$ cat src/rtl/dmem_arb_pkg.sv
// Shared types and constants for the data-memory arbiter.
//   arb_state_t : arbiter FSM states (free arbitration, or locked to port 0/1)
//   mem_req_t   : one memory access (default-width view of a port request)
//   NUM_PORTS   : number of requesters sharing dmem
package dmem_arb_pkg;

  localparam int unsigned NUM_PORTS = 2;
  localparam int unsigned ARB_AW    = 32;
  localparam int unsigned ARB_DW    = 32;

  typedef enum logic [1:0] {
    ARB,
    LOCK0,
    LOCK1
  } arb_state_t;

  typedef struct packed {
    logic              we;
    logic [ARB_AW-1:0] addr;
    logic [ARB_DW-1:0] wdata;
  } mem_req_t;

endpackage

$ cat src/rtl/rr_pick.sv
// Combinational 2-way round-robin selector.
//   req  : request vector, one bit per port
//   last : index of the port granted most recently
//   gnt  : one-hot grant (all zero when nothing requests)
module rr_pick
  import dmem_arb_pkg::*;
(
  input  logic [NUM_PORTS-1:0] req,
  input  logic                 last,
  output logic [NUM_PORTS-1:0] gnt
);

  // On a tie the port that did not win last time is favoured.
  always_comb begin
    gnt    = '0;
    gnt[0] = req[0] && (!req[1] || last);
    gnt[1] = req[1] && (!req[0] || !last);
  end

endmodule

$ cat src/rtl/dmem_arbiter.sv
// Two-port arbiter in front of the single data memory.
//   clk, rst                 : clock, synchronous active-high reset
//   pX_req/we/lock/addr/wdata: port X access request (X = 0 processor, 1 loader)
//   pX_gnt                   : port X accepted this cycle (combinational)
//   pX_rvalid/rdata          : registered read response, one cycle after grant
//   mem_we/addr/wdata        : to dmem, muxed from the granted port
//   mem_rdata                : combinational read data from dmem
module dmem_arbiter
  import dmem_arb_pkg::*;
#(
  parameter int unsigned AW       = 32,
  parameter int unsigned DW       = 32,
  parameter int unsigned MAX_LOCK = 8
) (
  input  logic          clk,
  input  logic          rst,
  input  logic          p0_req,
  input  logic          p0_we,
  input  logic          p0_lock,
  input  logic [AW-1:0] p0_addr,
  input  logic [DW-1:0] p0_wdata,
  output logic          p0_gnt,
  output logic          p0_rvalid,
  output logic [DW-1:0] p0_rdata,
  input  logic          p1_req,
  input  logic          p1_we,
  input  logic          p1_lock,
  input  logic [AW-1:0] p1_addr,
  input  logic [DW-1:0] p1_wdata,
  output logic          p1_gnt,
  output logic          p1_rvalid,
  output logic [DW-1:0] p1_rdata,
  output logic          mem_we,
  output logic [AW-1:0] mem_addr,
  output logic [DW-1:0] mem_wdata,
  input  logic [DW-1:0] mem_rdata
);

  localparam int unsigned CW = $clog2(MAX_LOCK + 1);

  typedef struct packed {
    logic          we;
    logic [AW-1:0] addr;
    logic [DW-1:0] wdata;
  } portReq_t;

  arb_state_t state, stateNext;
  logic [CW-1:0] lockCnt, lockCntNext;
  logic last, lastNext;

  logic [NUM_PORTS-1:0] reqV, lockV, weV, rrGnt, gntV;
  portReq_t [NUM_PORTS-1:0] pReq;
  portReq_t memReq;
  logic win, owner;

  logic [NUM_PORTS-1:0] rvalidR;
  logic [NUM_PORTS-1:0][DW-1:0] rdataR;

  assign reqV  = {p1_req, p0_req};
  assign lockV = {p1_lock, p0_lock};
  assign weV   = {p1_we, p0_we};
  assign pReq[0] = '{we: p0_we, addr: p0_addr, wdata: p0_wdata};
  assign pReq[1] = '{we: p1_we, addr: p1_addr, wdata: p1_wdata};

  rr_pick uPick (
    .req  (reqV),
    .last (last),
    .gnt  (rrGnt)
  );

  // Grants are masked during reset so nothing is accepted (and no write
  // reaches dmem) in a reset cycle.
  always_comb begin
    gntV = '0;
    unique case (state)
      ARB:   gntV    = rrGnt;
      LOCK0: gntV[0] = reqV[0];
      LOCK1: gntV[1] = reqV[1];
      default: gntV  = '0;
    endcase
    if (rst) gntV = '0;
  end

  assign win   = gntV[1];
  assign owner = (state == LOCK1);

  // State register
  always_ff @(posedge clk) begin
    if (rst) begin
      state   <= ARB;
      lockCnt <= '0;
      last    <= 1'b1;
    end else begin
      state   <= stateNext;
      lockCnt <= lockCntNext;
      last    <= lastNext;
    end
  end

  // Next state. The owner may idle with lock held; the grant stays reserved
  // until lock drops or the burst reaches MAX_LOCK grants.
  always_comb begin
    stateNext   = state;
    lockCntNext = lockCnt;
    lastNext    = last;
    unique case (state)
      ARB: begin
        if (|gntV) begin
          lastNext = win;
          if (lockV[win] && MAX_LOCK > 1) begin
            stateNext   = win ? LOCK1 : LOCK0;
            lockCntNext = CW'(1);
          end
        end
      end
      LOCK0, LOCK1: begin
        if (gntV[owner]) lastNext = owner;
        if (!lockV[owner]) begin
          stateNext   = ARB;
          lockCntNext = '0;
        end else if (gntV[owner]) begin
          if (lockCnt + CW'(1) >= CW'(MAX_LOCK)) begin
            stateNext   = ARB;
            lockCntNext = '0;
          end else begin
            lockCntNext = lockCnt + CW'(1);
          end
        end
      end
      default: begin
        stateNext   = ARB;
        lockCntNext = '0;
      end
    endcase
  end

  // Output mux to dmem
  always_comb begin
    memReq = '0;
    if (gntV[0])      memReq = pReq[0];
    else if (gntV[1]) memReq = pReq[1];
  end

  assign mem_we    = memReq.we;
  assign mem_addr  = memReq.addr;
  assign mem_wdata = memReq.wdata;

  // Read response registers
  always_ff @(posedge clk) begin
    if (rst) begin
      rvalidR <= '0;
      rdataR  <= '0;
    end else begin
      for (int unsigned i = 0; i < NUM_PORTS; i++) begin
        rvalidR[i] <= gntV[i] && !weV[i];
        if (gntV[i] && !weV[i]) rdataR[i] <= mem_rdata;
      end
    end
  end

  assign p0_gnt    = gntV[0];
  assign p1_gnt    = gntV[1];
  assign p0_rvalid = rvalidR[0];
  assign p1_rvalid = rvalidR[1];
  assign p0_rdata  = rdataR[0];
  assign p1_rdata  = rdataR[1];

endmodule

$ cat config.mk
export PLATFORM = sky130hd
export DESIGN_NAME = dmem_arbiter
export DESIGN_NICKNAME = d
export VERILOG_FILES = /design/src/rtl/dmem_arb_pkg.sv /design/src/rtl/rr_pick.sv /design/src/rtl/dmem_arbiter.sv
export SDC_FILE = /design/constraint.sdc
export NUM_CORES = 1
export LEC_CHECK = 0
export ABC_AREA = 1
export BUFFER_PORTS_ARGS = -buffer_cell sky130_fd_sc_hd__clkbuf_2
export CORE_AREA = 2 2 117 119
export CTS_CLUSTER_SIZE = 16
export DETAILED_ROUTE_END_ITERATION = 8
export DIE_AREA = 0 0 119 121
export GPL_TIMING_DRIVEN = 0
export HOLD_SLACK_MARGIN = 0.06
export PLACE_DENSITY = 0.64
export SYNTH_ARGS = -nofsm -noshare
export SYNTH_HDL_FRONTEND = slang
export SYNTH_SLANG_ARGS = --single-unit
$ cat constraint.sdc
create_clock -name clk -period 4.87 [get_ports clk]
set_clock_uncertainty 0.15 [all_clocks]
set_input_delay 1.2175 -clock clk [delete_from_list [all_inputs] [get_ports clk]]
set_output_delay 1.2175 -clock clk [all_outputs]
set_load 0.05 [all_outputs]
==> results.md, run 1 <==
- Busiest grt layer: met2
- Minimum clock period: 4.16 ns
- Nature of the critical path endpoint: output port
- Mux cell area share after synthesis: 0%
- Detailed-route wire length per cell: 15.0 µm
- CORE AREA: 13100 µm²
- Post-synth top area cell: dfxtp_1
- Setup crit start kind: input port
- Clock latency on the worst-skew pair: 0.32 ns
- Multi-input gate area: 2160 µm²
- Period utilization: 85.5%
- DRT iter0 DRCs: 191
- Most used cell, CP: clkbuf_2
- I/O Buffers: 300
- First-pass GRT wire length: 24200 µm
- Layout cells sized above 1: 42.5%
- CP Data Required Time: 3.50 ns
- Placed insts: 1075
- Initial antenna violation count: 0
- Vias in the first global route: 4585
- Post-Syn Area per Cell: 6.61 µm²
- Max incr delay on CP: 0.43 ns
- Crit Path Category: input port to output port
- Via count: 4871
- Main combinational cell family by area after synthesis: simple AND/OR/NAND/NOR gates
- Synth Area in Compound Gates: 11.6%
- Max-slew violations: 0
- Setup Buffers After CTS: 0
- CTS clk-pin slew, worst paths: 0.05 ns
- FILL cells: 1401
- Adder-cell share of the synthesized area: 1.90%
- Non-Filler Instances: 1089
- DRT antenna net count: 0
- Yosys reg bits: 73
- Met1 Usage GRT: 25.1%
- Final Hold Viols: 0
- Placer congestion estimate: 0.860
- CP arrival: 2.79 ns
- Final setup fails: 0
- Cts bufs inserted: 9
- Die area: 14400 µm²
- CTS Root Cell: clkbuf_16
- Worst-Margin Slew: 0.519 ns
- CTS sink count: 73
- P_leak: 3.43 nW
- Seq/Total Area, Yosys: 36.9%
- CTS resizes: 0
- Flip-flop and latch area: 1460 µm²
- WL final: 16300 µm
- Chip width: 119 µm
- Diode count: 0
- Remaining DRCs: 0
- Routed vias/inst: 4.47
- Post-Synth Simple-Gate Area: 40.9%
- Grt total ovfl: 0
- Critical Path, Cell by Cell: clkbuf_2 > nor2_1 > nand2_4 > clkbuf_1 > nand3_1 > nand2_1 > clkbuf_2
- Fmax: 0.240 GHz
- CP Max Fanout: 10
- Worst hold path class: register to register
- Row count: 42
- Initial Util: 30.2%
- Mapped Cells: 599
- WHS: 0.326 ns
- CP max-delay cell: clkbuf_1
- Hpwl dp: 13500 µm
- Synth unique cells: 27
- Final-stage net count: 1084
- Yosys top cell area share: 36.9%
- Met3 global-route usage: 5.87%
- Clock Tree Buf Depth: 2
- Outcome: completed
- H-tree depth: 3
- CTS tree: built
- Worst vdd ir: 0.000262 V
- Synth warn: 0
- Die Y: 121 µm
- Met2 usage in global routing: 38.9%
- Synth Cell Area: 3960 µm²
- Synth top area cells: dfxtp_1 37%, nand2_1 21%, nand3_1 9.2%
- Largest net degree at the start of global routing: 12
- Slew Limit Headroom: 65.4%
- Post-Syn Nets: 773
- Post-layout util: 45.6%
- Pre-antenna DRT Iters: 4
- GR Util All Layers: 21.6%
- Io pins: 301
- R2r setup slk: 2.86 ns
- Synth-to-Final Area Change: 50.7%
- CTS Hold Buffers Added: 0
- Sum Neg Setup Slack: 0 ns
- RSZ-0062 raised after global routing: no
- Synth Area in XOR/XNOR: 0.221%
- Maxcap violations: 0
- Pwr/cell area: 483 nW/µm²
==> per-stage QoR <==
| stage | instance area [µm²] | setup WS (ns) | power [W] |
|---|---|---|---|
| 6_report | 5960 | 0.708 | 0.00288 |
| 5_1_grt | 5960 | 0.584 | 0.00304 |
| 4_1_cts | 5960 | 0.650 | 0.00290 |
| 3_5_place_dp | 5680 | 0.652 | 0.00226 |
| 3_3_place_gp | 5680 | 0.644 | 0.00225 |
| 2_1_floorplan | 3960 | 0.927 | 0.00186 |
==> Yosys cell counts <==
master      n
nand2_2     3
buf_4       3
a21oi_1     4
o21ai_1     5
nor2_1     73
nor3b_1     1
buf_2      21
nand3_1    73
dfxtp_1    73
nand4_1     1
o21bai_1    1
buf_6       7
inv_2       2
clkbuf_4    1
nand2_4     3
clkbuf_1    8
or2_2       1
buf_1       1
nand3_2     4
ha_1        6
o21ai_2    26
nor2_2      1
inv_1      21
nand2_1   220
nor2_4      3
o21ai_0    36
xor2_1      1
==> worst max-delay path: cells and delay by family <==
family,cells,cell delay [ns]
simple gates,4,0.69
buf+inv,3,0.88
==> path summary, 6_finish.rpt <==
path / from / endpoint / cells past startpoint
min: p0_rdata[11] / p0_rdata[11] / 2
max reg2reg: state[0] / p1_rdata[18] / 10
max: rst / mem_addr[30] / 7
min reg2reg: p0_rdata[11] / p0_rdata[11] / 2
==> area by class of cell <==
class                           instances  area share, %
Buffer                                 41           4.15
Clock inverter                          3          0.713
Tap cell                              176           3.69
Timing Repair Buffer                  300           25.2
Sequential cell                        73           24.5
Clock buffer                           11           4.07
Inverter                               23           1.45
Multi-Input combinational cell        462           36.2
==> power by group <==
| part | leakage [nW] | total [W] | internal (W) | switching [W] |
|---|---|---|---|---|
| sequential | 0.594 | 0.000743 | 0.000691 | 0.0000525 |
| clock | 0.137 | 0.000644 | 0.000404 | 0.000240 |
| combinational | 2.69 | 0.00150 | 0.000360 | 0.00114 |
| total | 3.43 | 0.00288 | 0.00145 | 0.00143 |
==> logic make-up (layout without fill, tap and decap cells) <==
group / after synthesis / count (layout)
XOR/XNOR: 1 / 1
flip-flops: 73 / 73
AND/OR/NAND/NOR: 383 / 383
buffers and inverters: 64 / 378
AO/OA/AOI/OAI: 72 / 72
adder cells (fa/ha/maj): 6 / 6
==> sequential cells by signal, indices dropped and copies added (netlist names) <==
name	cells
p0_rdata	32
p1_rdata	32
lockCnt	4
rvalidR	2
state	2
last	1
==> per-layer routing <==
layer / part of all wire (%) / vias up
met4: 1.6 / 0
met1: 40 / 2141
met5: 0 / -
li1: - / 2519
met3: 8.4 / 14
met2: 50 / 197
==> layout by cell type, fill, tap and decap left out, drive strengths merged, types with 4 or more instances in the layout <==
master,instances
dfxtp,73
nor2,77
buf,32
nand3,77
a21oi,4
ha,6
nand2,226
inv,23
o21ai,67
clkbuf,320
Note: power is estimated with default switching activity, not from simulation.
==> run 2: changes to the inputs <==
SYNTH_HIERARCHICAL = 1   (was unset)
==> run 2 against run 1 <==
Effect of this change: via count is 2.0% higher; routed wire length rose by 7.6%; first-iteration DRC count up 51%; flip-flop and latch count did not move; worst setup slack improved by 0.0072 ns; critical endpoint is now mem_addr[0]; hold slack worse by 0.0063 ns; design area down 0.90%.
==> results.md, run 2 <==
- Placed insts: 1070 (-0.47%)
- Hpwl dp: 14500 µm (+7.4%)
- Most common cell after layout, fill and taps aside: clkbuf_2
- Synth unique cells: 29 (+7.4%)
- Number of flops mapped to enable cells by yosys: 0 (unchanged)
- Placer congestion estimate: 0.873 (+1.5%)
- Critical Path, Cell by Cell: clkbuf_2 > inv_2 > buf_2 > nand2_4 > inv_1 > buf_4 > buf_2 > nand2_1 > nand2_1 > clkbuf_2
- CTS Root Cell: clkbuf_16
- CTS resizes: 0 (unchanged)
- Max incr delay on CP: 0.30 ns (-0.13 ns)
- CTS tree: built
- CORE AREA: 13100 µm² (unchanged)
- Period utilization: 85.3% (-0.15 points)
- Setup crit start kind: input port
- Via count: 4969 (+2.0%)
- H-tree depth: 3 (unchanged)
- Max-slew violations: 0 (unchanged)
- Post-layout util: 45.2% (-0.41 points)
- Yosys top cell area share: 37.7% (+0.76 points)
- P_leak: 3.27 nW (-4.6%)
- Detailed-route wire length per cell: 16.2 µm (+7.8%)
- DRT iter0 DRCs: 289 (+51%)
- I/O Buffers: 300 (unchanged)
- Worst vdd ir: 0.000278 V (+6.1%)
- Worst hold path class: register to register
- CTS clk-pin slew, worst paths: 0.06 ns (about the same)
- CP max-delay cell: clkbuf_2
- Synth warn: 6 (+6)
- Mapped Cells: 594 (-0.83%)
- Slew Limit Headroom: 64.1% (-1.3 points)
- Synth top area cells: dfxtp_1 38%, nand2_1 27%, nand3_1 9.0%
- Post-Syn Nets: 767 (-0.78%)
- Final Hold Viols: 0 (unchanged)
- Vias in the first global route: 4423 (-3.5%)
- Remaining DRCs: 0 (unchanged)
- Routed vias/inst: 4.57 (+2.2%)
- Chip width: 119 µm (unchanged)
- Ys async rst share: 0% (unchanged)
- Pwr/cell area: 516 nW/µm² (+6.6%)
- Seq/Total Area, Yosys: 37.7% (+0.76 points)
- Final setup fails: 0 (unchanged)
- Most frequent cells in the layout: 300 x clkbuf_2, 278 x nand2_1, 73 x dfxtp_1, 70 x nand3_1, 52 x o21ai_0
- Final-stage net count: 1078 (-0.55%)
- Layout cells sized above 1: 41.2% (-1.3 points)
- Die Y: 121 µm (unchanged)
- Clock Tree Buf Depth: 2 (unchanged)
- Setup Buffers After CTS: 0 (unchanged)
- Grt total ovfl: 0 (unchanged)
- CTS Hold Buffers Added: 0 (unchanged)
- Io pins: 301 (unchanged)
- CP arrival: 2.79 ns (about the same)
- DRT antenna net count: 0 (unchanged)
- Initial antenna violation count: 3 (+3)
- Post-Syn Area per Cell: 6.53 µm² (-1.2%)
- Synth Cell Area: 3880 µm² (-2.0%)
- Clock latency on the worst-skew pair: 0.33 ns (about the same)
- Pre-antenna DRT Iters: 5 (+1)
- WHS: 0.320 ns (-0.00635 ns)
- Minimum clock period: 4.15 ns (-0.00721 ns)
- Most frequent cells after synthesis: 278 x nand2_1, 73 x dfxtp_1, 70 x nand3_1, 52 x o21ai_0
- Post-synth top area cell: dfxtp_1
- GR Util All Layers: 23.3% (+1.7 points)
- First-pass GRT wire length: 25500 µm (+5.4%)
- Initial Util: 29.6% (-0.61 points)
- Maxcap violations: 0 (unchanged)
- Die area: 14400 µm² (unchanged)
- Cts bufs inserted: 9 (unchanged)
- Synth-to-Final Area Change: 52.4%
- Yosys reg bits: 73 (unchanged)
- Non-Filler Instances: 1087 (-0.18%)
- Synth Flop Type: dfxtp_1
- Outcome: completed
- RSZ-0062 raised after global routing: no
- CP Max Fanout: 10 (unchanged)
- CTS sink count: 73 (unchanged)
- Nature of the critical path endpoint: output port
- Row count: 42 (unchanged)
- WL final: 17600 µm (+7.6%)
- Sum Neg Setup Slack: 0 ns (unchanged)
- Largest net degree at the start of global routing: 12 (unchanged)
- Crit Path Category: input port to output port
- CP Data Required Time: 3.50 ns (about the same)
- Worst-Margin Slew: 0.538 ns (+0.0196 ns)
- Most frequent cell after synthesis: nand2_1
- Fmax: 0.241 GHz (+0.17%)
## run 2: cell types whose count changed after synthesis, moves of 7 or more
cell     change
buf_2        -7
buf_4       +10
inv_1        -7
nand2_1     +58
nand2_2      +7
nor2_1      -62
o21ai_0     +16
o21ai_1      +8
o21ai_2     -25
## run 2: worst paths after layout
kind | start | end | slack [ns] | cells after the start
setup reg to reg | state[0] | p1_rdata[14] | 2.94 | 8
hold / removal | p1_rdata[7] | p1_rdata[7] | 0.32 | 2
hold reg to reg | p1_rdata[7] | p1_rdata[7] | 0.32 | 2
setup / recovery | rst | mem_addr[0] | 0.72 | 10
## run 2: cells by family (layout without fill, tap and decap cells)
logic type	count (synthesis)	after routing	synth area share, %
buf+inv	61	377	8.97
xor+xnor	1	1	0.226
compound gates	73	73	10.2
simple gates	381	381	41.3
flops	73	73	37.7
other cells	0	1	0
fa+ha+maj	5	5	1.61
## run 2: cell type report
type                    count  area [µm²]
fillers                  1385        7170
multi-input cells         460        2070
repair buffers            300        1500
flip-flops and latches     73        1460
plain buffers              44         284
clock buffers              14         274
well taps                 176         220
inverters                  17        63.8
clock inverters             2        35.0
diodes                      1        2.50
## run 2: critical path, delay by kind of cell
family	cells	cell delay, ns
simple gates	3	0.35
buf+inv	7	1.19
## run 2: power breakdown
part / total (W) / switching, W / leakage [nW] / internal, W
Combinational: 0.00161 / 0.00122 / 2.52 / 0.000388
Sequential: 0.000751 / 0.0000561 / 0.595 / 0.000695
Clock: 0.000684 / 0.000246 / 0.153 / 0.000438
## run 2: routing by layer
metal | part of all wire, % | vias up | track usage, % | routed length [µm]
li1 | - | 2519 | - | -
met1 | 42 | 2200 | 28.6 | 7350
met2 | 47 | 213 | 37.5 | 8300
met3 | 7.9 | 33 | 7.52 | 1400
met4 | 2.9 | 4 | 9.67 | 504
met5 | 0.16 | - | 0 | 28
## run 2: metrics by stage
step / total power [W] / area [µm²] / setup slack [ns]
after global placement: 0.00237 / 5600 / 0.672
final: 0.00305 / 5910 / 0.715
after CTS: 0.00306 / 5910 / 0.664
after global routing: 0.00320 / 5910 / 0.554
after floorplan: 0.00195 / 3880 / 0.821
after detailed placement: 0.00238 / 5600 / 0.669
==> run 3: changes to the inputs <==
GPL_TIMING_DRIVEN = unset   (was 0)
PLACE_DENSITY = 0.66   (was 0.64)
clock period = 3.45 ns   (was 4.87 ns; I/O delays follow)
==> run 3 against run 2 <==
Effect of this change: core utilization increased by 1.9 points; critical path depth stayed put; design area is 4.2% higher; clock-buffer cell count decreased by 4; total power increased by 45%; sequential share of layout area is 1.0 points lower; non-clock buffer count is 34 lower; clock power increased by 36%; worst setup slack worse by 0.51 ns; first-iteration DRC count rose by 0.69%; die area unchanged; highest routed layer is now met4.
==> results.md, run 3 (synthesis results as in run 2) <==
- Worst hold path class: register to register
- Pwr/cell area: 718 nW/µm² (+39%)
- CP Data Required Time: 2.44 ns (-1.06 ns)
- Via count: 4808 (-3.2%)
- WL final: 16200 µm (-7.9%)
- Slew Limit Headroom: 53.8% (-10 points)
- Synth-to-Final Area Change: 58.9%
- Sum Neg Setup Slack: 0 ns (unchanged)
- Cts bufs inserted: 9 (unchanged)
- Max incr delay on CP: 0.28 ns (-0.02 ns)
- CP Max Fanout: 51 (+41)
- Crit Path Category: input port to output port
- Top delay family on crit path: buffers and inverters
- Hpwl dp: 13100 µm (-9.9%)
- CTS sink count: 73 (unchanged)
- Placed insts: 1036 (-3.2%)
- FILL cells: 1351 (-2.5%)
- RSZ-0062 raised after global routing: no
- First-pass GRT wire length: 24000 µm (-6.1%)
- Grt total ovfl: 0 (unchanged)
- Pre-antenna DRT Iters: 5 (unchanged)
- Die Y: 121 µm (unchanged)
- Period utilization: 94.2%
- Initial Util: 29.6% (unchanged)
- Vias in the first global route: 4296 (-2.9%)
- CTS tree: built
- CP arrival: 2.24 ns (-0.55 ns)
- CTS Root Cell: clkbuf_16
- Remaining DRCs: 0 (unchanged)
- Layout cells sized above 1: 40.4% (-0.80 points)
- Most common cell after layout, fill and taps aside: nand2_1
- Die area: 14400 µm² (unchanged)
- CORE AREA: 13100 µm² (unchanged)
- CTS Hold Buffers Added: 0 (unchanged)
- Final-stage net count: 1044 (-3.2%)
- Placed cell area: 5840 µm² (+4.3%)
- DRT iter0 DRCs: 291 (+0.69%)
- Placer congestion estimate: 0.881 (+1.0%)
- Fmax: 0.308 GHz
- Nature of the critical path endpoint: output port
- Most frequent cells in the layout: 278 x nand2_1, 273 x clkbuf_2, 73 x dfxtp_1, 70 x nand3_1, 52 x o21ai_0
- Row count: 42 (unchanged)
- Critical Path, Cell by Cell: clkbuf_2 > a21boi_2 > nand2_2 > nand2_2 > nand2_4 > inv_2 > buf_12 > nand3_1 > nand2_1 > clkbuf_2
- GR Util All Layers: 21.6% (-1.6 points)
- Detailed-route wire length per cell: 15.3 µm (-5.4%)
- Routed vias/inst: 4.54 (-0.59%)
- CTS resizes: 0 (unchanged)
- Setup crit start kind: input port
- Clock latency on the worst-skew pair: 0.33 ns (about the same)
- Final setup fails: 0 (unchanged)
- DRT antenna net count: 0 (unchanged)
- CP max-delay cell: clkbuf_2
- I/O Buffers: 300 (unchanged)
- Initial antenna violation count: 7 (+4)
- Maxcap violations: 0 (unchanged)
- R2r setup slk: 1.10 ns (-1.84 ns)
- P_leak: 3.24 nW (-0.65%)
- Final Hold Viols: 0 (unchanged)
- CTS clk-pin slew, worst paths: 0.06 ns (about the same)
- Outcome: completed
- Setup Buffers After CTS: 0 (unchanged)
- Buffer and inverter count on the worst path: 4 (-3)
- Chip width: 119 µm (unchanged)
- Non-Filler Instances: 1058 (-2.7%)
- Worst-Margin Slew: 0.692 ns (+0.154 ns)
- Worst vdd ir: 0.000437 V (+57%)
- Minimum clock period: 3.25 ns
- Final Instance Area: 6160 µm² (+4.2%)
- Largest net degree at the start of global routing: 69 (+57)
- Io pins: 301 (unchanged)
- Max-slew violations: 0 (unchanged)
- H-tree depth: 3 (unchanged)
- Clock Tree Buf Depth: 2 (unchanged)
- Post-layout util: 47.1% (+1.9 points)
-- run 3: cell count changes in the layout (fill, tap and decap cells not counted), moves of 2 or more --
cell	delta
clkbuf_8	-2
diode_2	+5
buf_2	-14
clkbuf_2	-27
buf_4	-6
buf_6	-7
clkbuf_1	-12
clkinv_4	+2
buf_12	+30
clkinvlp_4	+2
-- run 3: layout make-up --
cell class | instances | area [µm²] | share of cell area (%)
Inverter | 17 | 63.8 | 1.04
Antenna cell | 6 | 15.0 | 0.244
Clock inverter | 6 | 67.6 | 1.10
Multi-Input combinational cell | 460 | 2070 | 33.7
Sequential cell | 73 | 1460 | 23.7
Clock buffer | 10 | 239 | 3.88
Timing Repair Buffer | 310 | 2020 | 32.8
Tap cell | 176 | 220 | 3.58
-- run 3: worst paths after layout --
path	depth (start not counted)	to	startpoint
worst max-delay path	10	mem_wdata[25]	p1_req
worst min-delay path	2	p1_rdata[10]	p1_rdata[10]
worst max register to register	9	p0_rdata[4]	state[0]
worst min register to register	2	p1_rdata[10]	p1_rdata[10]
-- run 3: through the flow --
step           power (W)  setup slack (ns)  hold slack, ns
2_1_floorplan    0.00275             0.111           0.299
3_3_place_gp     0.00350             0.232           0.309
3_5_place_dp     0.00351             0.221           0.311
4_1_cts          0.00446             0.216           0.321
5_1_grt          0.00467            0.0603           0.341
6_report         0.00442             0.201           0.320
-- run 3: power breakdown --
| part | switching [W] | total, W | internal (W) |
|---|---|---|---|
| clock | 0.000352 | 0.000932 | 0.000580 |
| combinational | 0.00172 | 0.00243 | 0.000711 |
| sequential | 0.0000774 | 0.00106 | 0.000981 |
-- run 3: per-layer routing --
| layer | up-vias | GRT usage [%] | share of wire, % | routed length, µm |
|---|---|---|---|---|
| met5 | - | 0 | 0 | 0 |
| met4 | 0 | 6.92 | 2.2 | 352 |
| met3 | 24 | 7.66 | 10 | 1630 |
| met2 | 213 | 33.7 | 45 | 7260 |
| met1 | 2117 | 27.9 | 43 | 6950 |
| li1 | 2454 | - | - | - |
-- run 3: tightest hold or removal path, stage by stage (launching register included) --
cell and delay, ns:
dfxtp_1 0.31, nand2_1 0.06, o21ai_1 0.06
